File: src/rtl/wbus_arbiter_pkg.sv
// Shared types and encodings for the register write-bus arbiter.
// Owner codes, FSM states and the write-bus bundle.
package wbus_arbiter_pkg;

  typedef enum logic [2:0] {
    ST_IDLE     = 3'd0,
    ST_OWN_HOST = 3'd1,
    ST_OWN_BW   = 3'd2,
    ST_OWN_RT   = 3'd3,
    ST_TURN     = 3'd4
  } state_t;

  localparam logic [1:0] OWN_NONE = 2'd0;
  localparam logic [1:0] OWN_HOST = 2'd1;
  localparam logic [1:0] OWN_BW   = 2'd2;
  localparam logic [1:0] OWN_RT   = 2'd3;

  typedef struct packed {
    logic [15:0] addr;
    logic [31:0] data;
    logic        reg_wen;
    logic        blk_wen;
    logic        blk_wstart;
  } wbus_t;

  function automatic logic any_strobe(wbus_t b);
    return b.reg_wen | b.blk_wen | b.blk_wstart;
  endfunction

endpackage

File: src/rtl/wbus_hold_timer.sv
// Bus-hold watchdog counter for the write-bus arbiter.
// Clear wins over count; saturates at the terminal value.
module wbus_hold_timer #(
  parameter int HOLD_MAX = 4096
) (
  input  logic clk,
  input  logic rst_n,
  input  logic clr,
  input  logic en,
  output logic tc
);

  localparam int CW = (HOLD_MAX > 2) ? $clog2(HOLD_MAX) : 1;
  localparam logic [CW-1:0] TC_VAL = CW'(HOLD_MAX - 1);

  logic [CW-1:0] cnt;

  always_ff @(posedge clk or negedge rst_n) begin
    if (!rst_n) begin
      cnt <= '0;
    end else if (clr) begin
      cnt <= '0;
    end else if (en && cnt != TC_VAL) begin
      cnt <= cnt + 1'b1;
    end
  end

  assign tc = (cnt == TC_VAL);

endmodule

File: src/rtl/wbus_arbiter.sv
// Three-way arbiter for the motor-controller register write bus.
// RT > fair(host, bw); registered mux; hold watchdog with sticky flag.
module wbus_arbiter
  import wbus_arbiter_pkg::*;
#(
  parameter int          HOLD_MAX   = 4096,
  parameter logic [7:0]  BW_ADDR_HI = 8'h00,
  parameter logic [11:0] RT_ADDR_HI = 12'h000
) (
  input  logic        sysclk,
  input  logic        rstn,
  input  logic        host_req,
  output logic        host_gnt,
  input  logic [15:0] host_waddr,
  input  logic [31:0] host_wdata,
  input  logic        host_reg_wen,
  input  logic        host_blk_wen,
  input  logic        host_blk_wstart,
  input  logic        bw_req,
  output logic        bw_gnt,
  input  logic [7:0]  bw_waddr,
  input  logic [31:0] bw_wdata,
  input  logic        bw_reg_wen,
  input  logic        bw_blk_wen,
  input  logic        bw_blk_wstart,
  input  logic        rt_req,
  output logic        rt_gnt,
  input  logic [3:0]  rt_waddr,
  input  logic [31:0] rt_wdata,
  input  logic        rt_wen,
  output logic [15:0] reg_waddr,
  output logic [31:0] reg_wdata,
  output logic        reg_wen,
  output logic        blk_wen,
  output logic        blk_wstart,
  output logic        bw_write_en,
  output logic [1:0]  owner,
  output logic        hold_timeout,
  input  logic        timeout_clr
);

  state_t     state, state_nx;
  logic       last_bw;
  logic [2:0] drop_pend;
  logic [2:0] reqs, elig, own_1hot;
  wbus_t      own_bus, bus_q;
  logic       own_act, own_stb, tmo, enter, tc;

  assign reqs = {rt_req, bw_req, host_req};
  assign elig = reqs & ~drop_pend;

  assign own_1hot = {state == ST_OWN_RT,
                     state == ST_OWN_BW,
                     state == ST_OWN_HOST};

  always_comb begin
    own_bus = '0;
    own_act = 1'b0;
    unique case (1'b1)
      own_1hot[0]: begin
        own_act = host_req;
        own_bus = '{host_waddr, host_wdata, host_reg_wen,
                    host_blk_wen, host_blk_wstart};
      end
      own_1hot[1]: begin
        own_act = bw_req;
        own_bus = '{{BW_ADDR_HI, bw_waddr}, bw_wdata, bw_reg_wen,
                    bw_blk_wen, bw_blk_wstart};
      end
      own_1hot[2]: begin
        own_act = rt_req;
        own_bus = '{{RT_ADDR_HI, rt_waddr}, rt_wdata, rt_wen,
                    1'b0, 1'b0};
      end
      default: ;
    endcase
  end

  assign own_stb = own_act & any_strobe(own_bus);
  // Owner still requesting but silent for the full window: evict it.
  assign tmo     = own_act & tc & ~own_stb;
  assign enter   = (state == ST_IDLE) && (state_nx != ST_IDLE);

  always_ff @(posedge sysclk or negedge rstn) begin
    if (!rstn) state <= ST_IDLE;
    else       state <= state_nx;
  end

  always_comb begin
    state_nx = state;
    unique case (state)
      ST_IDLE: begin
        if (elig[2])
          state_nx = ST_OWN_RT;
        else if (elig[1] && elig[0])
          state_nx = last_bw ? ST_OWN_HOST : ST_OWN_BW;
        else if (elig[1])
          state_nx = ST_OWN_BW;
        else if (elig[0])
          state_nx = ST_OWN_HOST;
      end
      ST_OWN_HOST, ST_OWN_BW, ST_OWN_RT: begin
        if (!own_act || tmo) state_nx = ST_TURN;
      end
      ST_TURN: state_nx = ST_IDLE;
      default: state_nx = ST_IDLE;
    endcase
  end

  always_comb begin
    host_gnt    = 1'b0;
    bw_gnt      = 1'b0;
    rt_gnt      = 1'b0;
    bw_write_en = 1'b0;
    owner       = OWN_NONE;
    unique case (state)
      ST_OWN_HOST: begin
        host_gnt = 1'b1;
        owner    = OWN_HOST;
      end
      ST_OWN_BW: begin
        bw_gnt      = 1'b1;
        bw_write_en = 1'b1;
        owner       = OWN_BW;
      end
      ST_OWN_RT: begin
        rt_gnt = 1'b1;
        owner  = OWN_RT;
      end
      default: ;
    endcase
  end

  always_ff @(posedge sysclk or negedge rstn) begin
    if (!rstn) begin
      last_bw      <= 1'b0;
      drop_pend    <= '0;
      hold_timeout <= 1'b0;
    end else begin
      if (enter && state_nx == ST_OWN_BW)   last_bw <= 1'b1;
      if (enter && state_nx == ST_OWN_HOST) last_bw <= 1'b0;
      drop_pend <= (drop_pend & reqs) | (tmo ? own_1hot : 3'b000);
      if (tmo)              hold_timeout <= 1'b1;
      else if (timeout_clr) hold_timeout <= 1'b0;
    end
  end

  always_ff @(posedge sysclk or negedge rstn) begin
    if (!rstn) begin
      bus_q <= '0;
    end else if (own_act) begin
      bus_q <= own_bus;
    end else begin
      bus_q.reg_wen    <= 1'b0;
      bus_q.blk_wen    <= 1'b0;
      bus_q.blk_wstart <= 1'b0;
    end
  end

  assign reg_waddr  = bus_q.addr;
  assign reg_wdata  = bus_q.data;
  assign reg_wen    = bus_q.reg_wen;
  assign blk_wen    = bus_q.blk_wen;
  assign blk_wstart = bus_q.blk_wstart;

  wbus_hold_timer #(
    .HOLD_MAX(HOLD_MAX)
  ) u_hold (
    .clk  (sysclk),
    .rst_n(rstn),
    .clr  (enter | own_stb),
    .en   (own_act),
    .tc   (tc)
  );

endmodule

File: config.mk
export PLATFORM = sky130hd
export DESIGN_NAME = wbus_arbiter
export DESIGN_NICKNAME = d
export VERILOG_FILES = /design/src/rtl/wbus_arbiter_pkg.sv /design/src/rtl/wbus_hold_timer.sv /design/src/rtl/wbus_arbiter.sv
export SDC_FILE = /design/constraint.sdc
export NUM_CORES = 1
export LEC_CHECK = 0
export BUFFER_PORTS_ARGS = -buffer_cell sky130_fd_sc_hd__buf_2
export CORE_ASPECT_RATIO = 0.75
export CORE_MARGIN = 5
export CORE_UTILIZATION = 35
export DETAILED_ROUTE_END_ITERATION = 10
export PLACE_DENSITY_LB_ADDON = 0.08
export SLEW_MARGIN = 40
export SYNTH_ARGS = -nofsm -noshare
export SYNTH_HDL_FRONTEND = slang
export SYNTH_SLANG_ARGS = --single-unit
File: constraint.sdc
create_clock -name sysclk -period 2.5 [get_ports sysclk]
set_input_delay 0.375 -clock sysclk [delete_from_list [all_inputs] [get_ports sysclk]]
set_output_delay 0.375 -clock sysclk [all_outputs]
set_load 0.01 [all_outputs]
==> results of run 1 <==
## final timing paths
check                                               start                         to  depth (start not counted)
worst max-delay path            u_hold.cnt[0]$_DFFE_PN0P_  u_hold.cnt[9]$_DFFE_PN0P_                          5
worst min-delay path                                 rstn   reg_waddr[1]$_DFFE_PN0P_                          1
worst max register to register  u_hold.cnt[0]$_DFFE_PN0P_  u_hold.cnt[9]$_DFFE_PN0P_                          5
worst min register to register   reg_waddr[9]$_DFFE_PN0P_   reg_waddr[9]$_DFFE_PN0P_                          2
max in group asynchronous                            rstn  reg_wdata[19]$_DFFE_PN0P_                          2
min in group sysclk                           timeout_clr   hold_timeout$_DFFE_PN0P_                          2
## cell usage after synthesis (2+ instances only)
| cell type | n |
|---|---|
| dfrtp_1 | 71 |
| nand2_1 | 64 |
| o21ai_0 | 40 |
| mux2_2 | 38 |
| a22oi_1 | 37 |
| buf_2 | 17 |
| a211oi_1 | 16 |
| clkbuf_1 | 16 |
| nor2_1 | 14 |
| nand3_1 | 13 |
| o31ai_1 | 6 |
| or4_1 | 6 |
| a21oi_1 | 5 |
| and3_1 | 5 |
| inv_1 | 5 |
| nand3b_1 | 5 |
| a221oi_1 | 4 |
| nor2b_1 | 4 |
| o41ai_1 | 4 |
| nand2b_1 | 3 |
| nor3_1 | 3 |
| or3_1 | 3 |
| and4_1 | 2 |
| mux2i_1 | 2 |
| or4b_1 | 2 |
## registers in the layout, indices dropped and copies added (netlist names), 3 cells and up
signal,count
state,3
drop_pend,3
reg_wdata,32
reg_waddr,16
u_hold.cnt,12
## logic make-up (layout without fill, tap and decap cells)
| group | count (synthesis) | after routing | share of synthesized area |
|---|---|---|---|
| AND/OR/NAND/NOR | 127 | 127 | 0.1593 |
| buffers and inverters | 40 | 230 | 0.04578 |
| adder cells (fa/ha/maj) | 1 | 1 | 0.003270 |
| multiplexers | 40 | 40 | 0.1171 |
| flip-flops | 71 | 71 | 0.4644 |
| AO/OA/AOI/OAI | 120 | 120 | 0.2103 |
## metal layers
metal	global-route usage	wire, µm	share of wire	up-vias
li1	-	-	-	1846
met1	0.2232	4991	0.43	1701
met2	0.2799	5252	0.46	150
met3	0.06356	1111	0.097	14
met4	0.04269	142	0.012	2
met5	0	13	0.0011	-
## cell type report
type | count | area [µm²]
fill | 1055 | 5580
multi-input combinational | 288 | 1878
sequential | 71 | 1779
timing repair buffer | 210 | 1106
clock buffer | 11 | 232.7
tap | 140 | 175.2
clock inverter | 4 | 47.55
inverter | 5 | 18.77
## where the power goes
group | internal [W] | switching [W] | total [W]
clock | 0.000763 | 0.000454 | 0.00122
combinational | 0.00105 | 0.00149 | 0.00254
sequential | 0.00150 | 0.000213 | 0.00171
total | 0.00332 | 0.00216 | 0.00547
## cells in the final DEF, fill, tap and decap left out, types with 5 or more instances in the layout
master	netlist	layout
buf_2	17	193
mux2_2	38	38
nand3_1	13	13
clkbuf_16	0	9
a21oi_1	5	5
nand2_1	64	64
inv_1	5	5
a22oi_1	37	37
nand3b_1	5	5
a211oi_1	16	16
buf_4	1	16
or4_1	6	6
dfrtp_1	71	69
and3_1	5	5
o31ai_1	6	6
nor2_1	14	14
o21ai_0	40	40
## through the flow
step,setup WS [ps],cells,utilization
after global routing,268.3,729,0.4842
after global placement,456.4,714,0.4582
after floorplan,608.0,399,-
after CTS,347.1,729,0.4842
final,383.6,729,0.4842
after detailed placement,356.7,714,0.4582
==> flow_summary.toml, run 1 <==
[cts]
cts_htree_levels = 3
insertion_delay_ps = 330
cts-buffers-inserted = 9
cts_repair_resize_count = 0
cts_root_buf = "clkbuf_16"
cts_tree = "built"
postCtsSetupRepairBufs = 0
clock_sinks = 71
cts.clk_slew.worst_paths_ps = 50
ctsHoldBuffers = 0
deepest_clock_path_buffer_count = 2

[sta]
fmax_mhz = 472.5
clock_tree_skew_after_final_layout_ps = 5.075
timing_hold_violations_final = 0
setup_violators_final = 0
timing_max_transition_violations_final = 0
setup-tns-final_ps = 0
max-slew-margin-rel = 0.5830
finalCritPeriodShare = 0.8466
setup_repair_after_global_routing_missed_its_margin = "no"
final_period_minus_worst_setup_slack_ps = 2116
holdWs_ps = 67.13
worst_slew_pin_slew_ps = 625.4

[grt]
overflow = 0
grt_max_degree = 48
first_pass_grt_wire_length_um = 18130
grt_pass1_vias = 3734
number_of_antenna_violations_at_the_first_check_in_global_routing = 1
global_route.usage.total = 0.1738

[floorplan]
num_rows = 33
die_outline_area_um2 = 13140
core_area_um2 = 10820
ioPinCount = 195
initial_core_util = 0.3537
dieHeight_um = 100.6
die_width_um = 130.7

[logic_synthesis]
yosysUniqueCellTypes = 39
postSynthNetCount = 537
synth_enable_flop_cells = 0
synth_area_um2 = 3826
netlist_instances = 399
area_share_of_the_largest_cell_type_after_synthesis = 0.4644
synth_ff_type = "dfrtp_1"
postSynthAreaPerCell_um2 = 9.589
number_of_storage_elements_in_the_synthesis_netlist = 71
netlist_top_cells_area = "dfrtp_1 (46%), mux2_2 (11%), a22oi_1 (7.3%), nand2_1 (6.3%), o21ai_0 (5.2%)"
synth_async_sr_flop_share = 1.000
seq_area_frac_synth = 0.4644
ys.warnings.count = 0
post-synth-top-area-cell = "dfrtp_1"

[finish]
fin_nets = 723
antennaDiodeCount = 0
final_area_um2 = 5238
post_route_cells_drive_above_1_share = 0.4499
area_growth_pct = 36.89

[worst_setup_path]
setup.worst_path.start_class = "flop"
critical_path.slowest_cell = "or4_1"
critPathMaxFanout = 16
cp_num_buf_inv = 0
critPathCaptureType = "flop"
r2r_setup_slack_ps = 380
slowest_delay_ps = 550
arrival_ps = 2340
cp.required_ps = 2730
worstSetupPathType = "reg -> reg"
timing.critical_path.max_delay_family = "simple AND/OR/NAND/NOR gates"
critical_path.cell_chain = "ha_1 -> and3_1 -> and4_1 -> or4_1 -> a211oi_1"

[routing]
dr_vias = 3713
route.final.wire_length_um = 11510
avgViaCountPerCell = 5.093
remaining_drc_errors = 0
dr.pass1.iters = 4
final_antenna_violating_net_count = 0
first_iter_violations = 123
avgRoutedWirePerCell_um = 15.79

[power_and_ir_drop]
vdd_drop_max_mv = 0.4786
p_total_w = 0.005474
leakage_nw = 2.579
power_density_nw_per_um2 = 1045

[placement]
place.port_buffers = 194
routabilityCongestion = 0.8379
placedInstanceArea_um2 = 4957
detailedPlacementHpwl_um = 8858

[job]
max_cap_violations = 0

[worst_hold_path]
min_path_type = "in -> async"

[outcome]
outcome = "completed"
Power figures use the tool's default switching activity.
==> inputs of run 2 (changes only) <==
==> constraint.sdc (replaced) <==
create_clock -name sysclk -period 2.1 [get_ports sysclk]
set_input_delay 0.315 -clock sysclk [delete_from_list [all_inputs] [get_ports sysclk]]
set_output_delay 0.315 -clock sysclk [all_outputs]
set_load 0.01 [all_outputs]
==> run 2 against run 1 <==
Cell count is 0.96% higher. Via count up 0.86%. Die area unchanged. Clock power is 15% higher. Setup slack worse by 290 ps. Count of clock-buffer cells in the layout increased by 2. Routed wire length rose by 1.4%.
==> flow_summary.toml, run 2 (synthesis gave the netlist of run 1 again) <==
[outcome]
outcome = "completed"

[job]
max_cap_violations = 0

[cts]
clock_sinks = 71
cts-buffers-inserted = 9
cts_htree_levels = 3
cts_root_buf = "clkbuf_16"
cts.clk_slew.worst_paths_ps = 50
cts_tree = "built"
postCtsSetupRepairBufs = 0
insertion_delay_ps = 330
deepest_clock_path_buffer_count = 2

[placement]
routabilityCongestion = 0.8681
place.port_buffers = 194
detailedPlacementHpwl_um = 9029
placedInstanceArea_um2 = 4995
placement.setup.worst_slack_ps = 96.24

[worst_setup_path]
reg2reg_from = "u_hold.cnt[0]$_DFFE_PN0P_"
cp_num_buf_inv = 0
cp.required_ps = 2330
critPathMaxFanout = 8
critPathCaptureType = "flop"
critical_path.slowest_cell = "or4b_1"
slowest_delay_ps = 520
setup.worst_path.start_class = "flop"
timing.critical_path.max_delay_family = "simple AND/OR/NAND/NOR gates"
startpoint = "u_hold.cnt[0]$_DFFE_PN0P_"
worstSetupPathType = "reg -> reg"
arrival_ps = 2240
critical_path.cell_chain = "ha_1 -> and3_1 -> and4_1 -> or4b_1 -> a211oi_1"

[routing]
wire_length_on_met1_um = 4965
avgRoutedWirePerCell_um = 15.87
route.final.wire_length_um = 11680
dr_vias = 3745
final_antenna_violating_net_count = 0
met2RoutedLength_um = 5407
dr.pass1.iters = 4
dr.max_layer_used = "met5"
avgViaCountPerCell = 5.088
remaining_drc_errors = 0
met3RoutedLength_um = 1162
first_iter_violations = 149

[worst_hold_path]
worst_hold_startpoint = "timeout_clr"
min_path_type = "in -> reg"

[grt]
overflow = 0
first_pass_grt_wire_length_um = 18470
grt_pass1_vias = 3843
grt_max_degree = 40
global_route.usage.total = 0.1780
number_of_antenna_violations_at_the_first_check_in_global_routing = 1

[finish]
layout_commonest_cell = "buf_2"
area_growth_pct = 38.26
top_library_cells_by_usage_in_the_layout_fill_and_taps_aside = "buf_2 (193), dfrtp_1 (69), nand2_1 (64)"
regArea_um2 = 1779
largest_register_ffs = 32
fin_nets = 729
multiInputGateArea_um2 = 1886
final_area_um2 = 5290
post_route_cells_drive_above_1_share = 0.4581
antennaDiodeCount = 0
fillCellCount = 1059

[power_and_ir_drop]
leakage_nw = 2.607
power_density_nw_per_um2 = 1234
vdd_drop_max_mv = 0.6594

[floorplan]
ioPinCount = 195
dieHeight_um = 100.6
die_width_um = 130.7
num_rows = 33
initial_core_util = 0.3537
die_outline_area_um2 = 13140
core_area_um2 = 10820

[sta]
timing_hold_violations_final = 0
postLayoutSetupSlackWorst_ps = 95.48
finalCritPeriodShare = 0.9545
clock_tree_skew_after_final_layout_ps = 4.758
max-slew-margin-rel = 0.6545
fmax_mhz = 498.9
setup_violators_final = 0
setup_repair_after_global_routing_missed_its_margin = "no"
timing_max_transition_violations_final = 0
setup-tns-final_ps = 0
worst_slew_pin_slew_ps = 518.2
holdWs_ps = 176.6
final_period_minus_worst_setup_slack_ps = 2005
run 2: cell type report:
cell class,count,area share
multi-input cells,288,0.3564
flip-flops and latches,71,0.3363
repair buffers,216,0.2181
clock buffers,13,0.04920
well taps,140,0.03311
inverters,5,0.003548
clock inverters,3,0.003311
run 2: per-stage QoR:
stage               instances  power [W]  utilization
finish                    736   0.006530       0.4890
CTS                       736   0.006638       0.4886
floorplan                 399   0.004026            -
detailed placement        719   0.005197       0.4617
global placement          719   0.005137       0.4617
global route              736   0.007070       0.4890
run 2: timing repair:
action / in CTS / in global routing
resized for setup: 1 / 1
hold buffers: 1 / 0
setup endpoints to repair: 2 / 2
hold endpoints to repair: 38 / 0
run 2: where the power goes:
part           switching [W]  internal (W)  total [W]
Sequential          0.000263       0.00179    0.00205
Combinational        0.00179       0.00129    0.00308
Clock               0.000545      0.000860    0.00140
run 2: worst register-to-register path, delay by kind of cell, from the launching register on:
kind                     cells  cell delay (ps)
AO/OA/AOI/OAI                1              250
adder cells (fa/ha/maj)      1              240
flip-flops                   1              410
AND/OR/NAND/NOR              3             1010
run 2: final timing paths:
path                       slack (ps)  cells past startpoint                   endpoint
min reg2reg                       470                      2  reg_waddr[11]$_DFFE_PN0P_
max in group asynchronous        1020                      3         state[1]$_DFF_PN0_
min in group asynchronous         510                      2       blk_wstart$_DFF_PN0_
max reg2reg                       100                      5  u_hold.cnt[7]$_DFFE_PN0P_
max                               100                      5  u_hold.cnt[7]$_DFFE_PN0P_
min                               180                      2   hold_timeout$_DFFE_PN0P_
run 2: routing by layer:
metal  vias up  GRT usage
met1      1731     0.2250
met4         2    0.04111
met2       143     0.2889
met5         -          0
met3        12    0.06939
li1       1857          -
==> inputs of run 3 (changes only) <==
--- a/config.mk
+++ b/config.mk
@@ -10,7 +10,7 @@
 export CORE_MARGIN = 5
 export CORE_UTILIZATION = 35
 export DETAILED_ROUTE_END_ITERATION = 10
-export PLACE_DENSITY_LB_ADDON = 0.08
+export PLACE_DENSITY_LB_ADDON = 0.2
 export SLEW_MARGIN = 40
 export SYNTH_ARGS = -nofsm -noshare
 export SYNTH_HDL_FRONTEND = slang
==> run 3 against run 2 <==
Combinational power about the same. Critical path depth is 1 lower. Sequential share of layout area down 0.33 points. Count of clock-buffer cells in the layout is 3 lower. Via count barely moved. Setup slack got worse by 77 ps. Critical endpoint is now host_gnt.
==> flow_summary.toml, run 3 (synthesis gave the netlist of run 1 again) <==
[power_and_ir_drop]
leakage_nw = 2.630
clkPwrFrac = 0.256
comb_power_share = 0.445
power.internal_w = 0.004233
power_density_nw_per_um2 = 1283
vdd_drop_max_mv = 0.5270
seqPwrFrac = 0.299
switching_share_of_power = 0.3826
netSwitchingPower_w = 0.002624
p_total_w = 0.006857

[worst_setup_path]
worstSetupPathType = "reg -> out"
cp.required_ps = 1780
critPathCaptureType = "primary output"
arrival_ps = 1770
r2r_setup_slack_ps = 100
rr_worst_depth = 4
setup.worst_path.start_class = "flop"
reg2reg_from = "state[0]$_DFF_PN0_"
reg2reg_to = "u_hold.cnt[4]$_DFFE_PN0P_"
critPathMaxFanout = 26

[sta]
finalCritPeriodShare = 0.9912
timing_hold_violations_final = 0
timing_max_transition_violations_final = 0
max-slew-margin-rel = 0.6658
final_period_minus_worst_setup_slack_ps = 2082
worst_slew_pin_slew_ps = 499.4
setup_repair_after_global_routing_missed_its_margin = "yes"
clock_tree_skew_after_final_layout_ps = 13.80
setup_violators_final = 0
fmax_mhz = 480.4
postLayoutSetupSlackWorst_ps = 18.40

[worst_hold_path]
worst_hold_startpoint = "timeout_clr"
hold-path-cell-count = 2
min_path_type = "in -> reg"
hold_end = "hold_timeout$_DFFE_PN0P_"

[grt]
grt_pass1_vias = 3737
global_route.usage.total = 0.1748
number_of_antenna_violations_at_the_first_check_in_global_routing = 0
grt_max_degree = 45
first_pass_grt_wire_length_um = 18420
overflow = 0

[placement]
detailedPlacementHpwl_um = 8800
routabilityCongestion = 0.8878
place.port_buffers = 194
placement.setup.worst_slack_ps = 25.16
placed_cells = 716

[floorplan]
ioPinCount = 195
die_width_um = 130.7
core_area_um2 = 10820
die_outline_area_um2 = 13140
initial_core_util = 0.3537
num_rows = 33
dieHeight_um = 100.6

[finish]
largest_register_ffs = 32
layout_commonest_cell = "buf_2"
post_route_cells_drive_above_1_share = 0.4553
fin_nets = 726
top_library_cells_by_usage_in_the_layout_fill_and_taps_aside = "buf_2 (193), dfrtp_1 (69), nand2_1 (64)"
final_cell_count_no_fill = 733
area_growth_pct = 39.63
antennaDiodeCount = 0

[routing]
route.final.wire_length_um = 11520
remaining_drc_errors = 0
dr_vias = 3747
avgRoutedWirePerCell_um = 15.72
first_iter_violations = 169
final_antenna_violating_net_count = 0
avgViaCountPerCell = 5.112
dr.pass1.iters = 4

[cts]
deepest_clock_path_buffer_count = 2
cts_root_buf = "clkbuf_16"
insertion_delay_ps = 330
postCtsSetupRepairBufs = 0
cts_tree = "built"
cts_htree_levels = 3
clock_sinks = 71
cts-buffers-inserted = 9
cts.clk_slew.worst_paths_ps = 70

[job]
max_cap_violations = 0

[outcome]
outcome = "completed"
[run 3: critical path, cell delays in order, from the launching register on]
cell	delay (ps)
dfrtp_2	400
buf_4	320
nand2b_1	190
nor2_1	310
buf_2	200
[run 3: metrics by stage]
step	hold WS, ps	utilization	cell area (µm²)	TNS (ps)
6_report	166.9	0.4939	5343	0
3_3_place_gp	263.5	0.4608	4985	0
5_1_grt	165.5	0.4939	5343	-480.7
3_5_place_dp	268.6	0.4608	4985	0
4_1_cts	156.0	0.4936	5340	0
2_1_floorplan	19.41	-	3826	0
[run 3: worst max path at each step]
stage                              startpoint                   endpoint  slack, ps  cells past startpoint
CTS                        state[1]$_DFF_PN0_                bw_write_en          3                      4
detailed placement  u_hold.cnt[0]$_DFFE_PN0P_  u_hold.cnt[7]$_DFFE_PN0P_         30                      5
global placement    u_hold.cnt[0]$_DFFE_PN0P_  u_hold.cnt[3]$_DFFE_PN0P_        120                      5
global route               state[1]$_DFF_PN0_                bw_write_en       -100                      4
finish                     state[0]$_DFF_PN0_                   host_gnt         20                      4
floorplan           u_hold.cnt[0]$_DFFE_PN0P_  u_hold.cnt[3]$_DFFE_PN0P_        210                      6
[run 3: cell type report]
cell class,instances,area (µm²)
Multi-Input combinational cell,288,1881
Clock buffer,10,229.0
Timing Repair Buffer,213,1144
Clock inverter,6,116.4
Fill cell,1065,5475
Inverter,5,18.77
Tap cell,140,175.2
Sequential cell,71,1779
[run 3: what timing repair did]
item                                    in CTS  in global routing
resized for setup                            0                  2
endpoints found under the setup margin       0                 10
hold buffers                                 1                  0
hold endpoints to repair                    27                  0
[run 3: power groups by stage]
stage | logic, W | registers [W] | clock network (W)
2_1_floorplan | 0.00185 | 0.00218 | 0
3_3_place_gp | 0.00304 | 0.00206 | 0
3_5_place_dp | 0.00310 | 0.00207 | 0
4_1_cts | 0.00310 | 0.00206 | 0.00180
5_1_grt | 0.00342 | 0.00211 | 0.00185
6_report | 0.00305 | 0.00205 | 0.00175
[run 3: layer usage]
metal / vias up / share of wire / GRT usage
met2: 143 / 0.46 / 0.2693
met5: - / 0 / 0
met4: 0 / 0.011 / 0.04822
met3: 8 / 0.082 / 0.04873
li1: 1854 / - / -
met1: 1742 / 0.45 / 0.2420
